**src/rtl/cw_loader.sv**
```systemverilog
// Control-word loader: assembles 8-byte CWs into even/odd banks and selects
// one per transport packet start for the key-expansion stage.
module cw_loader #(
    parameter int FIX_CHECKSUM = 1
) (
    input  logic        clk,
    input  logic        rst,
    input  logic        in_valid,
    input  logic [7:0]  in_byte,
    input  logic        in_parity,
    input  logic        in_abort,
    output logic        in_ready,
    input  logic        pkt_start,
    input  logic [1:0]  pkt_sc,
    output logic [63:0] cw,
    output logic        cw_valid,
    output logic        even_ok,
    output logic        odd_ok,
    output logic        sc_err
);

    typedef enum logic [1:0] {IDLE, LOAD, COMMIT} state_t;

    state_t      state_q, state_d;
    logic [2:0]  cnt_q, cnt_d;
    logic [63:0] staging_q, staging_d;
    logic        parity_q, parity_d;
    logic [63:0] even_q, odd_q;
    logic        even_ok_q, odd_ok_q;
    logic [63:0] cw_q, cw_d;
    logic        cw_valid_q, cw_valid_d;
    logic        sc_err_q, sc_err_d;
    logic        commit;
    logic [63:0] fixed;

    // FSM: state register
    always_ff @(posedge clk) begin
        if (rst) state_q <= IDLE;
        else     state_q <= state_d;
    end

    // FSM: next state
    always_comb begin
        state_d = state_q;
        case (state_q)
            IDLE:    if (in_valid) state_d = LOAD;
            LOAD: begin
                if (in_abort)                      state_d = IDLE;
                else if (in_valid && cnt_q == 3'd7) state_d = COMMIT;
            end
            COMMIT:  state_d = IDLE;
            default: state_d = IDLE;
        endcase
    end

    // FSM: outputs
    always_comb begin
        in_ready = (state_q != COMMIT);
        commit   = (state_q == COMMIT);
    end

    // Byte assembly; first byte lands in the top byte
    always_comb begin
        staging_d = staging_q;
        cnt_d     = cnt_q;
        parity_d  = parity_q;
        case (state_q)
            IDLE: begin
                if (in_valid) begin
                    staging_d[63:56] = in_byte;
                    parity_d         = in_parity;
                    cnt_d            = 3'd1;
                end
            end
            LOAD: begin
                if (in_abort) begin
                    cnt_d = 3'd0;
                end else if (in_valid) begin
                    staging_d[{3'd7 - cnt_q, 3'b000} +: 8] = in_byte;
                    cnt_d = cnt_q + 3'd1;
                end
            end
            default: cnt_d = 3'd0;
        endcase
    end

    always_comb begin
        fixed = staging_q;
        if (FIX_CHECKSUM != 0) begin
            fixed[39:32] = staging_q[63:56] + staging_q[55:48] + staging_q[47:40];
            fixed[7:0]   = staging_q[31:24] + staging_q[23:16] + staging_q[15:8];
        end
    end

    // Selection; a same-cycle commit to the selected bank is forwarded
    always_comb begin
        cw_d       = cw_q;
        cw_valid_d = cw_valid_q;
        sc_err_d   = 1'b0;
        if (pkt_start) begin
            case (pkt_sc)
                2'b10: begin
                    cw_d       = (commit && !parity_q) ? fixed : even_q;
                    cw_valid_d = even_ok_q | (commit & ~parity_q);
                end
                2'b11: begin
                    cw_d       = (commit && parity_q) ? fixed : odd_q;
                    cw_valid_d = odd_ok_q | (commit & parity_q);
                end
                2'b01: begin
                    cw_valid_d = 1'b0;
                    sc_err_d   = 1'b1;
                end
                default: cw_valid_d = 1'b0;
            endcase
        end
    end

    always_ff @(posedge clk) begin
        if (rst) begin
            cnt_q      <= 3'd0;
            staging_q  <= '0;
            parity_q   <= 1'b0;
            even_q     <= '0;
            odd_q      <= '0;
            even_ok_q  <= 1'b0;
            odd_ok_q   <= 1'b0;
            cw_q       <= '0;
            cw_valid_q <= 1'b0;
            sc_err_q   <= 1'b0;
        end else begin
            cnt_q      <= cnt_d;
            staging_q  <= staging_d;
            parity_q   <= parity_d;
            cw_q       <= cw_d;
            cw_valid_q <= cw_valid_d;
            sc_err_q   <= sc_err_d;
            if (commit) begin
                if (parity_q) begin
                    odd_q    <= fixed;
                    odd_ok_q <= 1'b1;
                end else begin
                    even_q    <= fixed;
                    even_ok_q <= 1'b1;
                end
            end
        end
    end

    assign cw       = cw_q;
    assign cw_valid = cw_valid_q;
    assign even_ok  = even_ok_q;
    assign odd_ok   = odd_ok_q;
    assign sc_err   = sc_err_q;

endmodule

```
**config.mk**
```make
export PLATFORM = sky130hd
export DESIGN_NAME = cw_loader
export DESIGN_NICKNAME = d
export VERILOG_FILES = /design/src/rtl/cw_loader.sv
export SDC_FILE = /design/constraint.sdc
export NUM_CORES = 1
export LEC_CHECK = 0
export BUFFER_PORTS_ARGS = -buffer_cell sky130_fd_sc_hd__buf_2
export CELL_PAD_IN_SITES_DETAIL_PLACEMENT = 1
export CELL_PAD_IN_SITES_GLOBAL_PLACEMENT = 1
export CORE_AREA = 5 5 157 159
export CTS_BUF_LIST = sky130_fd_sc_hd__clkbuf_16
export DETAILED_ROUTE_END_ITERATION = 12
export DIE_AREA = 0 0 162 164
export GPL_ROUTABILITY_DRIVEN = 0
export PLACE_DENSITY_LB_ADDON = 0.1
export RECOVER_POWER = 25
export SYNTH_ARGS = -nofsm -noshare
export SYNTH_HDL_FRONTEND = slang
export SYNTH_SLANG_ARGS = --single-unit
```
**constraint.sdc**
```tcl
create_clock -name clk -period 2.8 [get_ports clk]
set_clock_uncertainty 0.05 [all_clocks]
set_input_delay 0.56 -clock clk [delete_from_list [all_inputs] [get_ports clk]]
set_output_delay 0.56 -clock clk [all_outputs]
set_load 0.03 [all_outputs]
```
==> results of run 1 <==
[metal layers]
layer	vias up	GRT usage, %	part of all wire [%]
li1	4077	-	-
met1	4037	30.7	48
met2	138	37.0	47
met3	34	2.91	3.4
met4	2	5.07	1.8
met5	-	0	0.037
[stage by stage]
step           area (um^2)  util (%)  TNS, ns  hold slack [ns]
2_1_floorplan        10400         -        0            0.386
3_3_place_gp         11200      48.4        0            0.390
3_5_place_dp         11200      48.4  -0.0178            0.392
4_1_cts              12100      52.3        0            0.180
5_1_grt              12100      52.2        0            0.190
6_report             12100      52.2        0            0.205
[state kept, by name, summed over array words and instances (netlist names), 2 cells and up]
signal     flops
staging_q     48
state_q        2
cw            64
cnt_q          3
even_q        64
odd_q         64
[report_power, final]
part | internal (uW) | leakage (uW) | switching [uW]
clock network | 2070 | 0.000459 | 1530
logic | 129 | 0.00272 | 318
registers | 3600 | 0.00202 | 34.2
total | 5800 | 0.00520 | 1880
[layout make-up]
type | count | area, um^2
Clock buffer | 29 | 726
Clock inverter | 23 | 176
Fill cell | 2725 | 11100
Inverter | 20 | 75.1
Multi-Input combinational cell | 783 | 4940
Sequential cell | 250 | 5010
Tap cell | 290 | 363
Timing Repair Buffer | 126 | 769
[logic make-up (layout without fill, tap and decap cells)]
family                     count (synthesis)  after routing
buffers and inverters                    103            198
and+or+nand+nor                          399            399
muxes                                    111            111
xor gates and xnor gates                  13             13
AOI/OAI and AO/OA                        230            230
DFF                                      250            250
adders and majority gates                 30             30
[what timing repair did]
action	CTS	global route
resized for setup	1	7
setup endpoints to repair	1	9
pin swaps	0	1
[worst reg2reg max path, stage by stage, from the launching register on]
cell,delay [ns]
sky130_fd_sc_hd__dfxtp_1,0.39
sky130_fd_sc_hd__fa_1,0.44
sky130_fd_sc_hd__ha_1,0.24
sky130_fd_sc_hd__fa_2,0.44
sky130_fd_sc_hd__a211oi_2,0.22
sky130_fd_sc_hd__o21ai_0,0.13
sky130_fd_sc_hd__xnor2_1,0.31
sky130_fd_sc_hd__o21ai_0,0.13
sky130_fd_sc_hd__a31oi_1,0.19
[cell usage in the layout (no fill, tap or decap), types with 9 or more instances in the layout]
cell / count
sky130_fd_sc_hd__o21ai_0: 13
sky130_fd_sc_hd__nand2_1: 134
sky130_fd_sc_hd__inv_1: 25
sky130_fd_sc_hd__fa_1: 14
sky130_fd_sc_hd__clkbuf_1: 20
sky130_fd_sc_hd__nor2_1: 183
sky130_fd_sc_hd__mux2i_1: 109
sky130_fd_sc_hd__o22ai_1: 23
sky130_fd_sc_hd__a221oi_1: 35
sky130_fd_sc_hd__ha_1: 14
sky130_fd_sc_hd__xnor2_1: 10
sky130_fd_sc_hd__and2_1: 10
sky130_fd_sc_hd__a21oi_1: 116
sky130_fd_sc_hd__nor2b_1: 9
sky130_fd_sc_hd__buf_4: 33
sky130_fd_sc_hd__or3_1: 17
sky130_fd_sc_hd__nor3_1: 10
sky130_fd_sc_hd__buf_2: 66
sky130_fd_sc_hd__clkbuf_16: 29
sky130_fd_sc_hd__dfxtp_1: 248
[worst max-delay path by stage]
stage               cells past startpoint     startpoint  slack (ns)         end
finish                                  8  staging_q[25]        0.19       cw[7]
floorplan                              11  staging_q[40]        0.27      cw[39]
global route                            8  staging_q[50]        0.01  even_q[38]
CTS                                    11  staging_q[48]        0.04      cw[39]
detailed placement                     11  staging_q[48]       -0.02      cw[39]
global placement                       11  staging_q[48]        0.11      cw[39]
==> flow_summary.yaml, run 1 <==
outcome:
  outcome: "finished, violations left"
  failed_checks: "capacitance limit, slew limit"
worst_setup_path:
  worstSetupStartpointType: "flip-flop"
  critical-path-top-delay-family: "adder cells"
  arrival_ns: 3.02
  timing.rr.end: "cw[7]"
  worst_path_max_delay_cell: "sky130_fd_sc_hd__fa_1"
  worst_r2r_path_depth: 8
  cp_common_cell: "sky130_fd_sc_hd__o21ai_0"
  cp_cell_sequence: "fa_1 -> ha_1 -> fa_2 -> a211oi_2 -> o21ai_0 -> xnor2_1 -> o21ai_0 -> a31oi_1"
  worst_path_largest_cell_delay_ns: 0.44
  timing.critical_path.to_type: "flip-flop"
  worst-r2r-setup-slack_ns: 0.19
  cp_data_required_time_ns: 3.20
  timing.critical_path.fanout_max: 4
  critical_path.reg2reg.startpoint: "staging_q[25]"
  critical_path_class: "reg2reg"
  critical_path_buf_inv_count: 0
clocking:
  cts_setup_buffers: 0
  clk_latency_ns: 0.54
  cts_tree: "built"
  cts_hold_buf: 0
  max-clock-path-buffers: 3
  numCtsBuffers: 28
  clk_transition_reported_paths_ns: 0.06
  numClockSinks: 250
  clock-root-buffer: "sky130_fd_sc_hd__clkbuf_16"
  htreeDepth: 1
timing:
  timing_max_transition_violations_final: 120
  rsz0062_at_grt: "false"
  maxClockFrequency_ghz: 0.383
  worst_slew_pin_slew_ns: 2.16
  timing.slew.headroom_pct: -43.8
  finalHoldViolations: 0
  timing.final.crit_share_pct: 93.3
  setup-violations-final: 0
  finalWorstPathRequiredPeriod_ns: 2.61
  layout_setup_ws_ns: 0.188
grt:
  grt.overflow.total: 0
  antenna_found_initial: 1
  first_global_vias: 8548
  grt_max_degree: 120
  track_usage_pct: 22.1
  grt_pass1_wl_um: 47600
synth:
  yosys.area_share.xor_xnor_pct: 1.10
  post_synthesis_sequential_area_ratio_pct: 48.2
  synthCells: 1136
  synth_commonest_cells: "sky130_fd_sc_hd__dfxtp_1 (250), sky130_fd_sc_hd__nor2_1 (183), sky130_fd_sc_hd__nand2_1 (135), sky130_fd_sc_hd__a21oi_1 (116), sky130_fd_sc_hd__mux2i_1 (109)"
  synthDominantAreaCellType: "sky130_fd_sc_hd__dfxtp_1"
  mappedNetlistArea_um2: 10400
  synth_top_flop_cell: "sky130_fd_sc_hd__dfxtp_1"
  adder_cell_fraction_of_synth_area_pct: 4.78
  yosysWarnings: 0
  combinational_family_with_the_most_area_after_synthesis: "simple AND/OR/NAND/NOR gates"
  ys_ff_latch: 250
  synth_simple_gate_area_share_pct: 16.7
  synth_cell_types: 57
  synthesized_netlist_net_count: 1182
  post_synth_mux_area_share_pct: 10.8
  fraction_of_the_mapped_netlist_area_in_compound_gates_pct: 13.9
  synthArstFlopShare_pct: 0
  yosysTopAreaCellShare_pct: 48.2
  synth_edf_count: 0
  syn_avg_cell_area_um2: 9.13
  synthMostInstantiatedCell: "sky130_fd_sc_hd__dfxtp_1"
  synth_area_leaders: "sky130_fd_sc_hd__dfxtp_1 (48%), sky130_fd_sc_hd__mux2i_1 (11%), sky130_fd_sc_hd__nor2_1 (6.6%)"
route:
  drt_pre_antenna_iters: 4
  drt_wl_total_um: 29500
  remaining_drc_errors: 0
  wl_per_cell_um: 19.4
  drtIter0Drc: 386
  ant_nets: 0
  vias_per_cell: 5.45
  routed-via-count: 8288
power:
  cellPowerDensity_nw_per_um2: 637
  peakVddDrop_mv: 0.446
  post-layout-total-power_uw: 7680
  leakage_uw: 0.00520
worst_hold_path:
  worst_hold_path_type: "in2reg"
  whs_endpoint: "parity_q"
  timing.hold.worst.start: "in_parity"
  timing.hold.worst_path_depth: 3
cells_and_area:
  antenna_cells_inserted: 0
  num-nets-final: 1255
  post_layout_nonfiller_instances: 1521
  synthToLayoutAreaGrowth_pct: 16.2
  layout-drive-gt1-share_pct: 13.2
place:
  placement.setup.worst_slack_ns: -0.0178
  i_o_buffers: 84
  placed_cells: 1469
  dp_hpwl_um: 19600
run:
  max-cap-violations: 1
die:
  die_h_um: 164
  initial_utilization_pct: 44.9
  num_rows: 56
  floorplan.core_area_um2: 23100
  die_x_um: 162
  design.portCount: 85
  dieArea_um2: 26600
(Power assumes the default switching activity.)
==> run 2, diff against run 1 <==
--- a/config.mk
+++ b/config.mk
@@ -8,10 +8,10 @@
 export BUFFER_PORTS_ARGS = -buffer_cell sky130_fd_sc_hd__buf_2
 export CELL_PAD_IN_SITES_DETAIL_PLACEMENT = 1
 export CELL_PAD_IN_SITES_GLOBAL_PLACEMENT = 1
-export CORE_AREA = 5 5 157 159
-export CTS_BUF_LIST = sky130_fd_sc_hd__clkbuf_16
+export CORE_AREA = 5 5 154 156
+export CTS_BUF_LIST = sky130_fd_sc_hd__clkbuf_4
 export DETAILED_ROUTE_END_ITERATION = 12
-export DIE_AREA = 0 0 162 164
+export DIE_AREA = 0 0 159 161
 export GPL_ROUTABILITY_DRIVEN = 0
 export PLACE_DENSITY_LB_ADDON = 0.1
 export RECOVER_POWER = 25
==> run 2 against run 1 <==
Global-route usage is 0.46 points higher. Design area is 0.33% lower. Critical path type unchanged. Setup slack worse by 0.040 ns. Via count is 4.4% higher. The run now ends clean. Register-to-register slack worse by 0.04 ns. Clock power is 11% lower.
==> flow_summary.yaml, run 2 (synthesis gave the netlist of run 1 again) <==
place:
  i_o_buffers: 84
  dp_hpwl_um: 19300
  place_area_um2: 11200
  placement.setup.worst_slack_ns: 0.0436
timing:
  timing_max_transition_violations_final: 0
  setup_total_negative_slack_ns: 0
  timing.slew.headroom_pct: 4.71
  finalHoldViolations: 0
  worst_slew_pin_slew_ns: 1.43
  finalWorstPathRequiredPeriod_ns: 2.65
  timing.final.crit_share_pct: 94.7
  layout_setup_ws_ns: 0.148
  setup-violations-final: 0
  maxClockFrequency_ghz: 0.377
worst_setup_path:
  arrival_ns: 3.08
  timing.critical_path.to_type: "flip-flop"
  cp_common_cell: "sky130_fd_sc_hd__inv_1"
  worst_r2r_path_depth: 11
  critical_path_class: "reg2reg"
  worst-r2r-setup-slack_ns: 0.15
  timing.critical_path.fanout_max: 4
  worstSetupStartpointType: "flip-flop"
  cp_data_required_time_ns: 3.23
  worst_path_max_delay_cell: "sky130_fd_sc_hd__fa_2"
  worst_path_largest_cell_delay_ns: 0.42
  cp_cell_sequence: "inv_1 -> fa_1 -> inv_1 -> ha_1 -> inv_1 -> fa_2 -> nor2b_1 -> o31ai_1 -> and3_1 -> o311ai_2 -> a31oi_1"
route:
  route.layer.met1.wl_um: 13100
  drt_wl_total_um: 28900
  drtIter0Drc: 397
  vias_per_cell: 5.51
  highest_metal_layer_used_by_the_detailed_router: "met5"
  met2_wirelength_um: 13500
  wl_per_cell_um: 18.4
  ant_nets: 0
  remaining_drc_errors: 0
  drt_pre_antenna_iters: 4
  met3_routed_length_um: 1630
  routed-via-count: 8655
clocking:
  clock-root-buffer: "sky130_fd_sc_hd__clkbuf_4"
  numCtsBuffers: 69
  htreeDepth: 3
  clk_transition_reported_paths_ns: 0.06
  numClockSinks: 250
  clk_latency_ns: 0.64
  max-clock-path-buffers: 3
  cts_tree: "built"
  cts_hold_buf: 0
power:
  power_frac_comb_pct: 6.2
  switching_share_pct: 24.4
  post-layout-total-power_uw: 7300
  peakVddDrop_mv: 0.369
  power.switching_uw: 1780
  p_int_uw: 5510
  leakage_uw: 0.00534
  cellPowerDensity_nw_per_um2: 607
  power.share.clock_pct: 44.0
  seq_power_share_pct: 49.8
run:
  max-cap-violations: 0
cells_and_area:
  layout.cells.most_common_list: "sky130_fd_sc_hd__dfxtp_1 (247), sky130_fd_sc_hd__nor2_1 (183), sky130_fd_sc_hd__nand2_1 (134)"
  final_core_util_pct: 54.1
  multi_input_comb_area_um2: 4950
  layout.cells.most_common: "sky130_fd_sc_hd__dfxtp_1"
  layout-drive-gt1-share_pct: 18.9
  num-nets-final: 1296
  layout.filler_cells: 2657
  sequential_cell_area_um2: 5010
  synthToLayoutAreaGrowth_pct: 15.9
  final_design_area_no_fill_um2: 12000
grt:
  grt_pass1_wl_um: 47800
  antenna_found_initial: 2
  grt_max_degree: 109
  first_global_vias: 9193
  grt.overflow.total: 0
  track_usage_pct: 22.6
worst_hold_path:
  timing.hold.worst_path_depth: 3
  worst_hold_path_type: "in2reg"
die:
  dieArea_um2: 25600
  die_h_um: 161
  initial_utilization_pct: 46.7
  design.portCount: 85
  num_rows: 55
  die_x_um: 159
  floorplan.core_area_um2: 22200
outcome:
  outcome: "complete, no violations"
[run 2: changes by cell type in the layout (fill, tap and decap cells not counted), sizes merged]
cell,previous run,this run
buf,105,124
clkinvlp,2,0
diode,0,1
inv,26,22
clkbuf,50,101
clkinv,13,2
[run 2: area by class of cell]
| type | instances | area share, % |
|---|---|---|
| clock inverters | 6 | 0.635 |
| multi-input cells | 783 | 41.2 |
| well taps | 285 | 2.97 |
| inverters | 20 | 0.625 |
| flip-flops and latches | 250 | 41.7 |
| clock buffers | 99 | 6.18 |
| repair buffers | 126 | 6.74 |
| diodes | 1 | 0.0208 |
[run 2: per-stage QoR]
step | std cells | hold slack, ns
finish | 1570 | 0.123
global route | 1570 | 0.112
CTS | 1569 | 0.0638
detailed placement | 1464 | 0.397
global placement | 1464 | 0.386
floorplan | 1136 | 0.386
[run 2: critical path: cells and delay by family (launching register included)]
family / cells / cell delay (ns)
AOI/OAI and AO/OA: 3 / 0.50
DFF: 1 / 0.34
buffers and inverters: 3 / 0.21
adders and majority gates: 3 / 1.01
and+or+nand+nor: 2 / 0.38
[run 2: final timing paths]
check	to	startpoint
worst min-delay path	parity_q	in_parity
worst max register to register	cw[39]	staging_q[40]
worst min register to register	cw[0]	cw[0]
worst max-delay path	cw[39]	staging_q[40]
[run 2: metal layers]
layer  GRT usage [%]  up-vias
met4            8.10        2
li1                -     4179
met3            5.18       49
met5               0        -
met1            29.5     4209
met2            36.9      216
[run 2: repair_timing]
action	in CTS	in global routing
endpoints found under the setup margin	0	5
gates resized for setup	0	9
buffers inserted	0	0
[run 2: power groups by stage]
stage | clock, uW | sequential, uW | combinational, uW
floorplan | 0 | 3770 | 229
global placement | 0 | 3710 | 448
detailed placement | 0 | 3720 | 454
CTS | 3330 | 3640 | 456
global route | 3540 | 3640 | 493
finish | 3210 | 3640 | 451
==> run 3, diff against run 2 <==
--- a/config.mk
+++ b/config.mk
@@ -8,13 +8,14 @@
 export BUFFER_PORTS_ARGS = -buffer_cell sky130_fd_sc_hd__buf_2
 export CELL_PAD_IN_SITES_DETAIL_PLACEMENT = 1
 export CELL_PAD_IN_SITES_GLOBAL_PLACEMENT = 1
-export CORE_AREA = 5 5 154 156
+export CORE_AREA = 2 2 151 153
 export CTS_BUF_LIST = sky130_fd_sc_hd__clkbuf_4
 export DETAILED_ROUTE_END_ITERATION = 12
-export DIE_AREA = 0 0 159 161
+export DIE_AREA = 0 0 153 155
 export GPL_ROUTABILITY_DRIVEN = 0
-export PLACE_DENSITY_LB_ADDON = 0.1
+export PLACE_DENSITY = 0.86
 export RECOVER_POWER = 25
+export SLEW_MARGIN = 20
 export SYNTH_ARGS = -nofsm -noshare
 export SYNTH_HDL_FRONTEND = slang
 export SYNTH_SLANG_ARGS = --single-unit
==> run 3 against run 2 <==
The run now ends with capacitance limit, slew limit left. Final cell count decreased by 0.13%. Flip-flop and latch count did not move. First-iteration DRC count is 14% higher. Register-to-register slack lost 0.04 ns. Global-route usage is 2.9 points higher. Hold slack improved by 0.0016 ns. Maximum frequency shrank 1.5%. Clock power shrank 2%. Utilization down 0.39 points. Design area shrank 0.72%. Highest routed layer unchanged.
==> flow_summary.yaml, run 3 (synthesis gave the netlist of run 1 again) <==
power:
  seq_power_share_pct: 50.2
  cellPowerDensity_nw_per_um2: 607
  switching_share_pct: 25.4
  peakVddDrop_mv: 0.391
  power.share.clock_pct: 43.5
  power_frac_comb_pct: 6.2
  leakage_uw: 0.00527
  post-layout-total-power_uw: 7240
  p_int_uw: 5400
  power.switching_uw: 1840
die:
  floorplan.core_area_um2: 22200
  dieArea_um2: 23700
  die_x_um: 153
  die_h_um: 155
  num_rows: 55
  initial_utilization_pct: 46.7
  design.portCount: 85
worst_setup_path:
  critical_path_buf_inv_count: 1
  critical_path.reg2reg.startpoint: "staging_q[58]"
  worst-r2r-setup-slack_ns: 0.11
  timing.rr.end: "even_q[38]"
  critical-path-top-delay-family: "compound AO/OA/AOI/OAI gates"
  arrival_ns: 3.13
  worst_path_largest_cell_delay_ns: 0.50
  worst_path_max_delay_cell: "sky130_fd_sc_hd__fa_1"
  worstSetupStartpointType: "flip-flop"
  timing.critical_path.to_type: "flip-flop"
  cp_cell_sequence: "fa_1 -> ha_1 -> a21o_1 -> a21oi_1 -> nor4b_1 -> a2111oi_1 -> buf_4 -> o22ai_1"
  critical_path_class: "reg2reg"
  worst_setup_path_startpoint: "staging_q[58]"
  worst_r2r_path_depth: 8
  cp_data_required_time_ns: 3.24
  timing.critical_path.fanout_max: 4
timing:
  timing.slew.headroom_pct: -11.2
  finalHoldViolations: 0
  maxClockFrequency_ghz: 0.372
  timing_max_transition_violations_final: 87
  setup-violations-final: 0
  setup_total_negative_slack_ns: 0
  timing.final.crit_share_pct: 96.1
  finalWorstPathRequiredPeriod_ns: 2.69
  hold_slack_ns: 0.125
  worst_slew_pin_slew_ns: 1.67
cells_and_area:
  sequential_cell_area_um2: 5010
  multi_input_comb_area_um2: 4930
  layout.cells.most_common_list: "sky130_fd_sc_hd__dfxtp_1 (247), sky130_fd_sc_hd__nor2_1 (183), sky130_fd_sc_hd__nand2_1 (134)"
  layout-drive-gt1-share_pct: 18.3
  num-nets-final: 1288
  layout.cells.most_common: "sky130_fd_sc_hd__dfxtp_1"
  synthToLayoutAreaGrowth_pct: 15.0
  final_design_area_no_fill_um2: 11900
  layout.filler_cells: 2619
route:
  drtIter0Drc: 451
  drt_pre_antenna_iters: 5
  vias_per_cell: 5.68
  routed-via-count: 8914
  drt_wl_total_um: 30300
  ant_nets: 0
  wl_per_cell_um: 19.3
  remaining_drc_errors: 0
place:
  i_o_buffers: 84
  place_area_um2: 11100
  dp_hpwl_um: 19800
clocking:
  clk_transition_reported_paths_ns: 0.06
  cts_hold_buf: 0
  clock-root-buffer: "sky130_fd_sc_hd__clkbuf_4"
  max-clock-path-buffers: 3
  numClockSinks: 250
  cts_tree: "built"
  htreeDepth: 3
  numCtsBuffers: 67
  clk_latency_ns: 0.68
grt:
  grt_max_degree: 94
  track_usage_pct: 25.5
  antenna_found_initial: 2
  grt.overflow.total: 0
  grt_pass1_wl_um: 48600
  first_global_vias: 9405
run:
  max-cap-violations: 1
worst_hold_path:
  timing.hold.worst_path_depth: 3
  whs_endpoint: "parity_q"
  timing.hold.worst.start: "in_parity"
  worst_hold_path_type: "in2reg"
outcome:
  outcome: "finished, violations left"
  failed_checks: "capacitance limit, slew limit"
-- run 3: cell count changes in the layout (fill, tap and decap cells not counted), sizes merged --
cell,change
buf,-6
clkinv,+6
clkbuf,-2
bufinv,-1
clkinvlp,+1
-- run 3: layout make-up --
cell class	instances	area share [%]
Antenna cell	1	0.0210
Clock buffer	97	6.10
Clock inverter	12	0.629
Inverter	20	0.629
Multi-Input combinational cell	783	41.3
Sequential cell	250	42.0
Tap cell	285	2.99
Timing Repair Buffer	120	6.32
-- run 3: worst max-delay path by stage --
stage	end	cells after the start
after floorplan	cw[39]	11
after detailed placement	cw[39]	9
after global placement	cw[39]	11
after global routing	cw[7]	9
final	even_q[38]	8
after CTS	cw[39]	11
-- run 3: repair_timing --
item	4_1_cts	5_1_grt
endpoints found under the setup margin	0	12
gates resized for setup	0	9
endpoints found under the hold margin	0	0
setup buffers	0	1
-- run 3: power groups by stage --
stage          Clock, uW  Combinational, uW  Sequential, uW
2_1_floorplan          0                229            3770
5_1_grt             3430                488            3640
4_1_cts             3230                453            3640
6_report            3150                452            3640
3_3_place_gp           0                439            3710
3_5_place_dp           0                450            3720
-- run 3: worst min-delay path: stages --
cell and delay (ns):
sky130_fd_sc_hd__buf_2 0.07, sky130_fd_sc_hd__mux2i_1 0.05, sky130_fd_sc_hd__nor2_1 0.08
-- run 3: metal layers --
layer	GRT usage (%)	vias to the layer above	share of wire [%]
met1	31.8	4412	43
met5	0	-	0.023
li1	-	4161	-
met4	10.5	2	2.7
met2	43.4	277	48
met3	4.87	62	5.7
-- run 3: per-stage QoR --
| step | setup slack, ns | instances | util [%] |
|---|---|---|---|
| 2_1_floorplan | 0.272 | 1136 | - |
| 3_3_place_gp | 0.148 | 1457 | 50.1 |
| 3_5_place_dp | -0.00505 | 1457 | 50.1 |
| 4_1_cts | 0.000685 | 1566 | 53.7 |
| 5_1_grt | -0.0151 | 1568 | 53.7 |
| 6_report | 0.109 | 1568 | 53.7 |
